**src/rtl/fetch_queue.sv**
```systemverilog
// rtl/fetch_queue.sv - sequential instruction fetcher with a DEPTH-entry queue toward decode
//
// Purpose: keeps a running fetch PC, issues one instruction bus request at a
// time, and buffers returned words in a circular FIFO that decode drains with
// a valid/ready handshake. A redirect flushes the FIFO and restarts fetch. A
// response that is still in flight when the redirect arrives is squashed.
//
// Ports:
//   clk            clock, all state updates on posedge
//   rst            asynchronous active-high reset
//   ireq_valid     bus request valid (held until iresp_data_ok)
//   ireq_addr      bus request address (held until iresp_data_ok)
//   iresp_addr_ok  bus address accept (not used by this fetcher)
//   iresp_data_ok  bus response valid, completes the outstanding request
//   iresp_data     bus response instruction word
//   redirect_valid flush the queue and restart fetch at redirect_pc
//   redirect_pc    new fetch target (4-byte aligned)
//   out_valid      head entry valid
//   out_ready      decode accepts the head this cycle
//   out_pc         PC of the head instruction
//   out_inst       head instruction word
//   count          current FIFO occupancy
module fetch_queue #(
  parameter int                DEPTH      = 4,
  parameter int                ADDR_W     = 32,
  parameter logic [ADDR_W-1:0] RESET_PC   = 32'h8000_0000,
  parameter int                INST_BYTES = 4
) (
  input  logic                   clk,
  input  logic                   rst,
  output logic                   ireq_valid,
  output logic [ADDR_W-1:0]      ireq_addr,
  input  logic                   iresp_addr_ok,
  input  logic                   iresp_data_ok,
  input  logic [31:0]            iresp_data,
  input  logic                   redirect_valid,
  input  logic [ADDR_W-1:0]      redirect_pc,
  output logic                   out_valid,
  input  logic                   out_ready,
  output logic [ADDR_W-1:0]      out_pc,
  output logic [31:0]            out_inst,
  output logic [$clog2(DEPTH):0] count
);

  localparam int PW = $clog2(DEPTH);
  localparam int CW = PW + 1;

  typedef enum logic {S_IDLE, S_REQ} state_t;

  state_t            state;
  logic              squash;
  logic [ADDR_W-1:0] fetch_pc;
  logic [ADDR_W-1:0] req_pc;
  logic [PW-1:0]     head;
  logic [PW-1:0]     tail;

  logic [ADDR_W-1:0] pc_mem   [DEPTH];
  logic [31:0]       inst_mem [DEPTH];

  logic              push;
  logic              pop;
  logic [CW-1:0]     count_after;
  logic              room;

  // Address acceptance carries no information for a single-outstanding fetcher.
  logic unused_addr_ok;
  assign unused_addr_ok = iresp_addr_ok;

  assign ireq_addr = req_pc;
  assign out_valid = (count != '0);
  assign out_pc    = pc_mem[head];
  assign out_inst  = inst_mem[head];

  // A redirect in the same cycle wins over both FIFO ports.
  assign pop  = out_valid && out_ready && !redirect_valid;
  assign push = (state == S_REQ) && iresp_data_ok && !squash && !redirect_valid;

  // Occupancy after this cycle's push/pop; a new request is only started
  // when that leaves a free slot, so its response can always be pushed.
  always_comb begin
    count_after = count;
    if (push && !pop) begin
      count_after = count + 1'b1;
    end else if (pop && !push) begin
      count_after = count - 1'b1;
    end
  end

  assign room = (count_after < CW'(DEPTH));

  always_ff @(posedge clk or posedge rst) begin
    if (rst) begin
      state      <= S_IDLE;
      ireq_valid <= 1'b0;
      squash     <= 1'b0;
      fetch_pc   <= RESET_PC;
      req_pc     <= RESET_PC;
      head       <= '0;
      tail       <= '0;
      count      <= '0;
    end else if (redirect_valid) begin
      head     <= '0;
      tail     <= '0;
      count    <= '0;
      fetch_pc <= redirect_pc;
      if (state == S_REQ && !iresp_data_ok) begin
        // A bus request is never withdrawn: keep valid/addr and drop its data later.
        squash <= 1'b1;
      end else begin
        state      <= S_IDLE;
        ireq_valid <= 1'b0;
        squash     <= 1'b0;
      end
    end else begin
      if (push) begin
        tail <= tail + 1'b1;
      end
      if (pop) begin
        head <= head + 1'b1;
      end
      count <= count_after;

      if (state == S_IDLE) begin
        if (room) begin
          state      <= S_REQ;
          ireq_valid <= 1'b1;
          req_pc     <= fetch_pc;
        end
      end else if (iresp_data_ok) begin
        if (squash) begin
          squash     <= 1'b0;
          state      <= S_IDLE;
          ireq_valid <= 1'b0;
        end else begin
          fetch_pc <= req_pc + ADDR_W'(INST_BYTES);
          if (room) begin
            // Back-to-back: next sequential request starts right away.
            req_pc <= req_pc + ADDR_W'(INST_BYTES);
          end else begin
            state      <= S_IDLE;
            ireq_valid <= 1'b0;
          end
        end
      end
    end
  end

  // Entry storage needs no reset: it is only read while count is non-zero.
  always_ff @(posedge clk) begin
    if (push) begin
      pc_mem[tail]   <= req_pc;
      inst_mem[tail] <= iresp_data;
    end
  end

  always_ff @(posedge clk) begin
    if (!rst && push) begin
      assert (count < CW'(DEPTH));
    end
  end

endmodule

```
**config.mk**
```make
export PLATFORM = sky130hd
export DESIGN_NAME = fetch_queue
export DESIGN_NICKNAME = d
export VERILOG_FILES = /design/src/rtl/fetch_queue.sv
export SDC_FILE = /design/constraint.sdc
export NUM_CORES = 1
export LEC_CHECK = 0
export CORE_ASPECT_RATIO = 2
export CORE_UTILIZATION = 50
export CTS_CLUSTER_DIAMETER = 120
export DETAILED_ROUTE_END_ITERATION = 10
export GPL_TIMING_DRIVEN = 0
export PLACE_DENSITY_LB_ADDON = 0.05
export SLEW_MARGIN = 10
export SYNTH_ARGS = -nofsm -noshare
export SYNTH_HDL_FRONTEND = slang
export SYNTH_SLANG_ARGS = --single-unit
```
**constraint.sdc**
```tcl
create_clock -name clk -period 2.6 [get_ports clk]
set_input_delay 0.52 -clock clk [delete_from_list [all_inputs] [get_ports clk]]
set_output_delay 0.52 -clock clk [all_outputs]
set_load 0.01 [all_outputs]
```
==> flow_metrics.tcl, run 1 <==
set metrics [dict create \
    status "finished with violations" \
    failed_checks "negative setup slack" \
    nFillCells 2122 \
    vias 8798 \
    crit_buf_inv 2 \
    fin_skew_ns 0.01159 \
    layout_min_cycle_time_ns 2.733 \
    yosys.area_share.xor_xnor 0.01879 \
    wl_per_cell_um 23.70 \
    cts_tree "done" \
    hpwl_um 23450 \
    synth_ff_type "edfxtp_1" \
    cts_buffers 29 \
    first_global_vias 9015 \
    ant_nets 0 \
    drc 0 \
    n_antenna_cell 0 \
    core-area_um2 27550 \
    tightest_slew_ns 0.8348 \
    drive_gt1_frac 0.2301 \
    crit_chain "buf_8 -> mux4_2 -> clkdlybuf4s50_1" \
    switching_power_mw 5.359 \
    gp_congestion 0.9536 \
    yosys_register_bits 330 \
    dp_cells 1410 \
    h-tree-depth 1 \
    synth_cell_types 64 \
    synth-async-reset-ratio 0.2242 \
    clk_path_buf_depth 3 \
    place_area_um2 16270 \
    path_max_fanout 10 \
    maxCapViolCount 0 \
    grt_antenna_before_repair 0 \
    muxShareOfSynthArea 0.1143 \
    clk_latency_ns 0.55 \
    die_h_um 238.5 \
    crit_family "buffers and inverters" \
    cts-root-buf "clkbuf_16" \
    grt_pass1_wl_um 52790 \
    synth_compound_area_frac 0.06316 \
    start_kind "flip-flop" \
    fp.dieW_um 120.3 \
    syn-cell-area_um2 13990 \
    slowest_stage "mux4_2" \
    io_pins 171 \
    yosysWarningCount 0 \
    internal_power_mw 11.51 \
    clock_sinks 330 \
    placementRows 86 \
    synth_fp_nets 962 \
    p_per_area_nw_per_um2 956.5 \
    maxSlewHeadroom 0.4435 \
    hold_path_class "in2async" \
    clkPwrFrac 0.259 \
    io_buffers 169 \
    rsz0062_at_grt "true" \
    grt_start_max_net_pins 48 \
    clk_pin_slew_worst_paths_ns 0.07 \
    report.final.slew_viol_count 0 \
    setup_violations 16 \
    final_nets 1186 \
    switching_share 0.3176 \
    combPwrFrac 0.314 \
    fin_cells 1482 \
    drtIter0Drc 703 \
    ys_seq_area_frac 0.6822 \
    multiInputGateArea_um2 4204 \
    synthCells 884 \
    die-area_um2 28690 \
    area_growth_syn_to_layout_pct 26.11 \
    crit_arrival_ns 2.21 \
    overflow 0 \
    postLayoutCellArea_um2 17640 \
    seq_power_share 0.427 \
    critical_path_class "reg2out" \
    fmax_mhz 365.9 \
    drt-vias-per-instance 5.937 \
    hold_buffers 0 \
    synth_top_family_by_area "multiplexers" \
    critPathCaptureType "output port" \
    peakVddDrop_uv 722.6 \
    finalWorstSetupSlack_ns -0.1330 \
    finalCritPeriodShare 1.051 \
    final_common_cell "edfxtp_1" \
    worst_path_largest_cell_delay_ns 0.53 \
    avgSynthCellArea_um2 15.82 \
    area.sequential_um2 9547 \
    finalHoldViolCount 0 \
    required_ns 2.08 \
    synthAdderAreaFrac 0.007157 \
    synthSimpleGateAreaFrac 0.08884 \
    synth-edff-count 256 \
    power_leakage_nw 6.188 \
    wirelength_um 35120 \
    track_usage 0.2473 \
    layout_common_cells "edfxtp_1 (256), clkdlybuf4s50_1 (121), dfrtp_1 (68)" \
    start_util 0.5077 \
    firstDrtPassIters 5 \
]
[stage by stage]
stage | setup slack [ns] | power (mW) | util | setup TNS [ns] | hold slack, ns
final | -0.1330 | 16.87 | 0.6403 | -1.845 | 0.3031
after global routing | -0.1898 | 17.57 | 0.6403 | -3.757 | 0.3304
after CTS | -0.2051 | 16.66 | 0.6303 | -3.550 | 0.2980
after detailed placement | -0.6167 | 12.27 | 0.5906 | -118.05 | 0.4986
after global placement | -1.217 | 12.19 | 0.5853 | -427.76 | 0.4878
after floorplan | 0.2017 | 9.889 | - | 0 | 0.4792
[worst register-to-register path, delay by kind of cell (launching register included)]
family	cells	cell delay, ns
and+or+nand+nor	2	0.24
buffers and inverters	3	1.58
DFF	1	0.39
AOI/OAI and AO/OA	1	0.18
[routing by layer]
| metal | track usage | up-vias | part of all wire |
|---|---|---|---|
| li1 | - | 3922 | - |
| met5 | 0 | - | 0 |
| met1 | 0.2927 | 4454 | 0.36 |
| met3 | 0.02863 | 91 | 0.055 |
| met4 | 0.1246 | 0 | 0.049 |
| met2 | 0.4406 | 331 | 0.53 |
[Yosys cell counts, drive strengths merged (17+ instances only)]
library cell  number  share of area
nor2              28         0.0075
nand2             51          0.014
buf               30          0.011
dfrtp             72           0.13
o21ai             35          0.013
o41ai             17          0.011
mux4              64           0.10
clkbuf            33         0.0089
edfxtp           256           0.55
nand4             17         0.0085
nand3             25         0.0089
xor2              18          0.011
nor3              37          0.014
a21oi             35          0.013
inv               21         0.0056
[final cells by class]
cell class                 count  share of cell area
buffer                        63             0.02476
clock buffer                  43             0.04930
clock inverter                10            0.006030
inverter                      21            0.004611
multi-input combinational    470              0.2383
sequential                   330              0.5412
tap                          352             0.02497
timing repair buffer         193              0.1107
[power groups by stage]
stage	combinational (mW)	sequential [mW]	clock [mW]
final	5.29	7.21	4.37
after global routing	5.64	7.28	4.65
after CTS	5.01	7.19	4.47
after detailed placement	4.99	7.29	0
after global placement	4.93	7.27	0
after floorplan	2.76	7.13	0
[sequential cells by signal, summed over array words and instances, names as in the netlist]
signal and count:
inst_mem 128, pc_mem 128, fetch_pc 32, ireq_addr 32
count 3, head 2, tail 2, ireq_valid 1
squash 1, state 1
[path summary, 6_finish.rpt]
path                                                   to  depth (start not counted)  slack (ns)                    start
worst max-delay path                           out_pc[15]                          3       -0.13      head[0]$_DFFE_PP0P_
worst min-delay path              fetch_pc[5]$_DFFE_PP0P_                          2        0.30                      rst
worst max register to register  ireq_addr[20]$_DFFE_PP0P_                          6        0.09        state$_DFFE_PP0N_
worst min register to register   ireq_addr[0]$_DFFE_PP0P_                          1        0.52  fetch_pc[0]$_DFFE_PP0P_
max in group asynchronous       ireq_addr[31]$_DFFE_PP1P_                          3        1.66                      rst
min in group clk                 ireq_addr[0]$_DFFE_PP0P_                          1        0.52  fetch_pc[0]$_DFFE_PP0P_
[cells by family (layout without fill, tap and decap cells)]
kind of cell,count (synthesis),after routing
xor gates and xnor gates,30,30
muxes,79,79
AOI/OAI and AO/OA,131,131
adders and majority gates,8,8
buffers and inverters,84,330
and+or+nand+nor,222,222
DFF,330,330
[what timing repair did]
item / 4_1_cts / 5_1_grt
endpoints found under the setup margin: 92 / 80
setup buffers: 11 / 7
pin swaps: 1 / 3
gates resized for setup: 200 / 63
gates cloned: 0 / 1
No activity file was read; power rests on OpenSTA's default activity.
==> inputs of run 2 (changes only) <==
ABC_CLOCK_PERIOD_IN_PS = 2600   (was default)
==> results of run 2 <==
The final DEF is identical to that of run 1; final timing and power are the same.
==> inputs of run 3 (changes only) <==
CAP_MARGIN = 40   (was default)
CTS_CLUSTER_SIZE = 30   (was default)
==> run 3 against run 2 <==
Against the previous run:
- the run now ends clean
- critical endpoint is now out_inst[23]
- first-iteration DRC count up 7.1%
- power down 11%
- sequential share of layout area up 2.1 points
- register-to-register slack better by 0.03 ns
- setup slack better by 0.15 ns
- sequential power about the same
- core utilization down 2.4 points
- critical path type unchanged
==> flow_metrics.tcl, run 3 (same netlist as run 1, synthesis figures left out) <==
set metrics [dict create \
    hpwl_um 23510 \
    nFillCells 2220 \
    final_common_cell "edfxtp_1" \
    clk_path_buf_depth 3 \
    cts_buffers 14 \
    fp.dieW_um 120.3 \
    maxCapViolCount 0 \
    drt-vias-per-instance 5.983 \
    hold_path_class "in2async" \
    maxSlewHeadroom 0.4568 \
    required_ns 2.08 \
    combPwrFrac 0.345 \
    wirelength_um 34850 \
    layout_common_cells "edfxtp_1 (256), clkdlybuf4s50_1 (105), dfrtp_1 (67)" \
    drtIter0Drc 753 \
    io_pins 171 \
    grt_antenna_before_repair 0 \
    layout_min_cycle_time_ns 2.584 \
    gp_congestion 0.9536 \
    clk_pin_slew_worst_paths_ns 0.12 \
    track_usage 0.2447 \
    start_util 0.5077 \
    critPathCaptureType "output port" \
    io_buffers 169 \
    die_h_um 238.5 \
    grt_pass1_wl_um 52190 \
    peakVddDrop_uv 605.7 \
    status "finished, final reports clean" \
    rsz0062_at_grt "true" \
    overflow 0 \
    start_kind "flip-flop" \
    fin_skew_ns 0.02699 \
    hold_buffers 0 \
    ff2ff_setup_slack_ns 0.12 \
    finalHoldViolCount 0 \
    drive_gt1_frac 0.2350 \
    first_global_vias 8821 \
    vias 8777 \
    critical_path_class "reg2out" \
    p_per_area_nw_per_um2 883.5 \
    reg_top3 "inst_mem (128), pc_mem (128)" \
    cts-root-buf "clkbuf_16" \
    ff2ff_path_depth 9 \
    drc 0 \
    switching_share 0.3343 \
    clkPwrFrac 0.176 \
    firstDrtPassIters 5 \
    path_max_fanout 8 \
    fmax_mhz 387.0 \
    clock_sinks 330 \
    clk_latency_ns 0.52 \
    internal_power_mw 9.991 \
    cts_tree "done" \
    report.final.slew_viol_count 0 \
    setup_tns_ns 0 \
    total_power_mw 15.01 \
    switching_power_mw 5.017 \
    crit_arrival_ns 2.06 \
    placementRows 86 \
    die-area_um2 28690 \
    setup_violations 0 \
    tightest_slew_ns 0.8147 \
    ant_nets 0 \
    seq_power_share 0.479 \
    h-tree-depth 1 \
    area_growth_syn_to_layout_pct 21.46 \
    core-area_um2 27550 \
    wl_per_cell_um 23.76 \
    n_antenna_cell 0 \
    grt_start_max_net_pins 48 \
    final_nets 1185 \
    finalCritPeriodShare 0.9938 \
    power_leakage_nw 5.943 \
]
[run 3: changes by cell type in the layout (fill, tap and decap cells not counted), moves of 15 or more]
cell             before  now
buf_6                19    4
buf_2                27   42
buf_4                16   31
clkdlybuf4s50_1     121  105
clkbuf_2             10   30
clkbuf_16            31   15
[run 3: area by class of cell]
class | count | area [um2] | area share
Sequential cell | 330 | 9548 | 0.5621
Multi-Input combinational cell | 470 | 4194 | 0.2469
Timing Repair Buffer | 208 | 1902 | 0.1120
Tap cell | 352 | 440.4 | 0.02593
Buffer | 62 | 412.9 | 0.02431
Clock buffer | 24 | 409.1 | 0.02408
Inverter | 21 | 81.33 | 0.004788
[run 3: timing repair]
item,4_1_cts,5_1_grt
gates cloned,0,0
gates resized for setup,190,94
pin swaps,1,4
endpoints found under the setup margin,86,84
setup buffers,8,22
[run 3: worst paths after layout]
check / endpoint / start
max in group asynchronous: fetch_pc[31]$_DFFE_PP1P_ / rst
worst max register to register: ireq_addr[11]$_DFFE_PP0P_ / count[0]$_DFFE_PP0P_
min in group clk: ireq_addr[1]$_DFFE_PP0P_ / fetch_pc[1]$_DFFE_PP0P_
worst min register to register: ireq_addr[1]$_DFFE_PP0P_ / fetch_pc[1]$_DFFE_PP0P_
worst max-delay path: out_inst[23] / head[0]$_DFFE_PP0P_
worst min-delay path: fetch_pc[8]$_DFFE_PP0P_ / rst
[run 3: stage by stage]
step / util / hold WS [ns] / setup WS (ns) / cells / cell area (um2)
2_1_floorplan: - / 0.4792 / 0.2017 / 884 / 13990
3_3_place_gp: 0.5853 / 0.4878 / -1.217 / 1405 / 16120
3_5_place_dp: 0.5922 / 0.5002 / -0.5854 / 1414 / 16310
4_1_cts: 0.6087 / 0.3149 / -0.1764 / 1446 / 16770
5_1_grt: 0.6167 / 0.3407 / -0.05846 / 1467 / 16990
6_report: 0.6167 / 0.3221 / 0.01625 / 1467 / 16990
[run 3: power by group through the flow]
| stage | Clock (mW) | Sequential (mW) | Combinational (mW) |
|---|---|---|---|
| after global routing | 2.88 | 7.28 | 5.51 |
| after floorplan | 0 | 7.13 | 2.76 |
| after detailed placement | 0 | 7.29 | 5.00 |
| after global placement | 0 | 7.27 | 4.93 |
| after CTS | 2.73 | 7.18 | 4.93 |
| final | 2.64 | 7.19 | 5.18 |
[run 3: worst max-delay path, stage by stage, from the launching register on]
cell and delay, ns:
dfrtp_1 0.41, buf_8 0.13, buf_6 0.13, buf_12 0.14, buf_4 0.12, mux4_2 0.49
clkbuf_2 0.14
[run 3: per-layer routing]
layer	vias up	wire, um	GRT usage
met4	0	1453	0.1152
met5	-	0	0
li1	3905	-	-
met1	4452	12780	0.2929
met3	86	1768	0.02552
met2	334	18850	0.4385
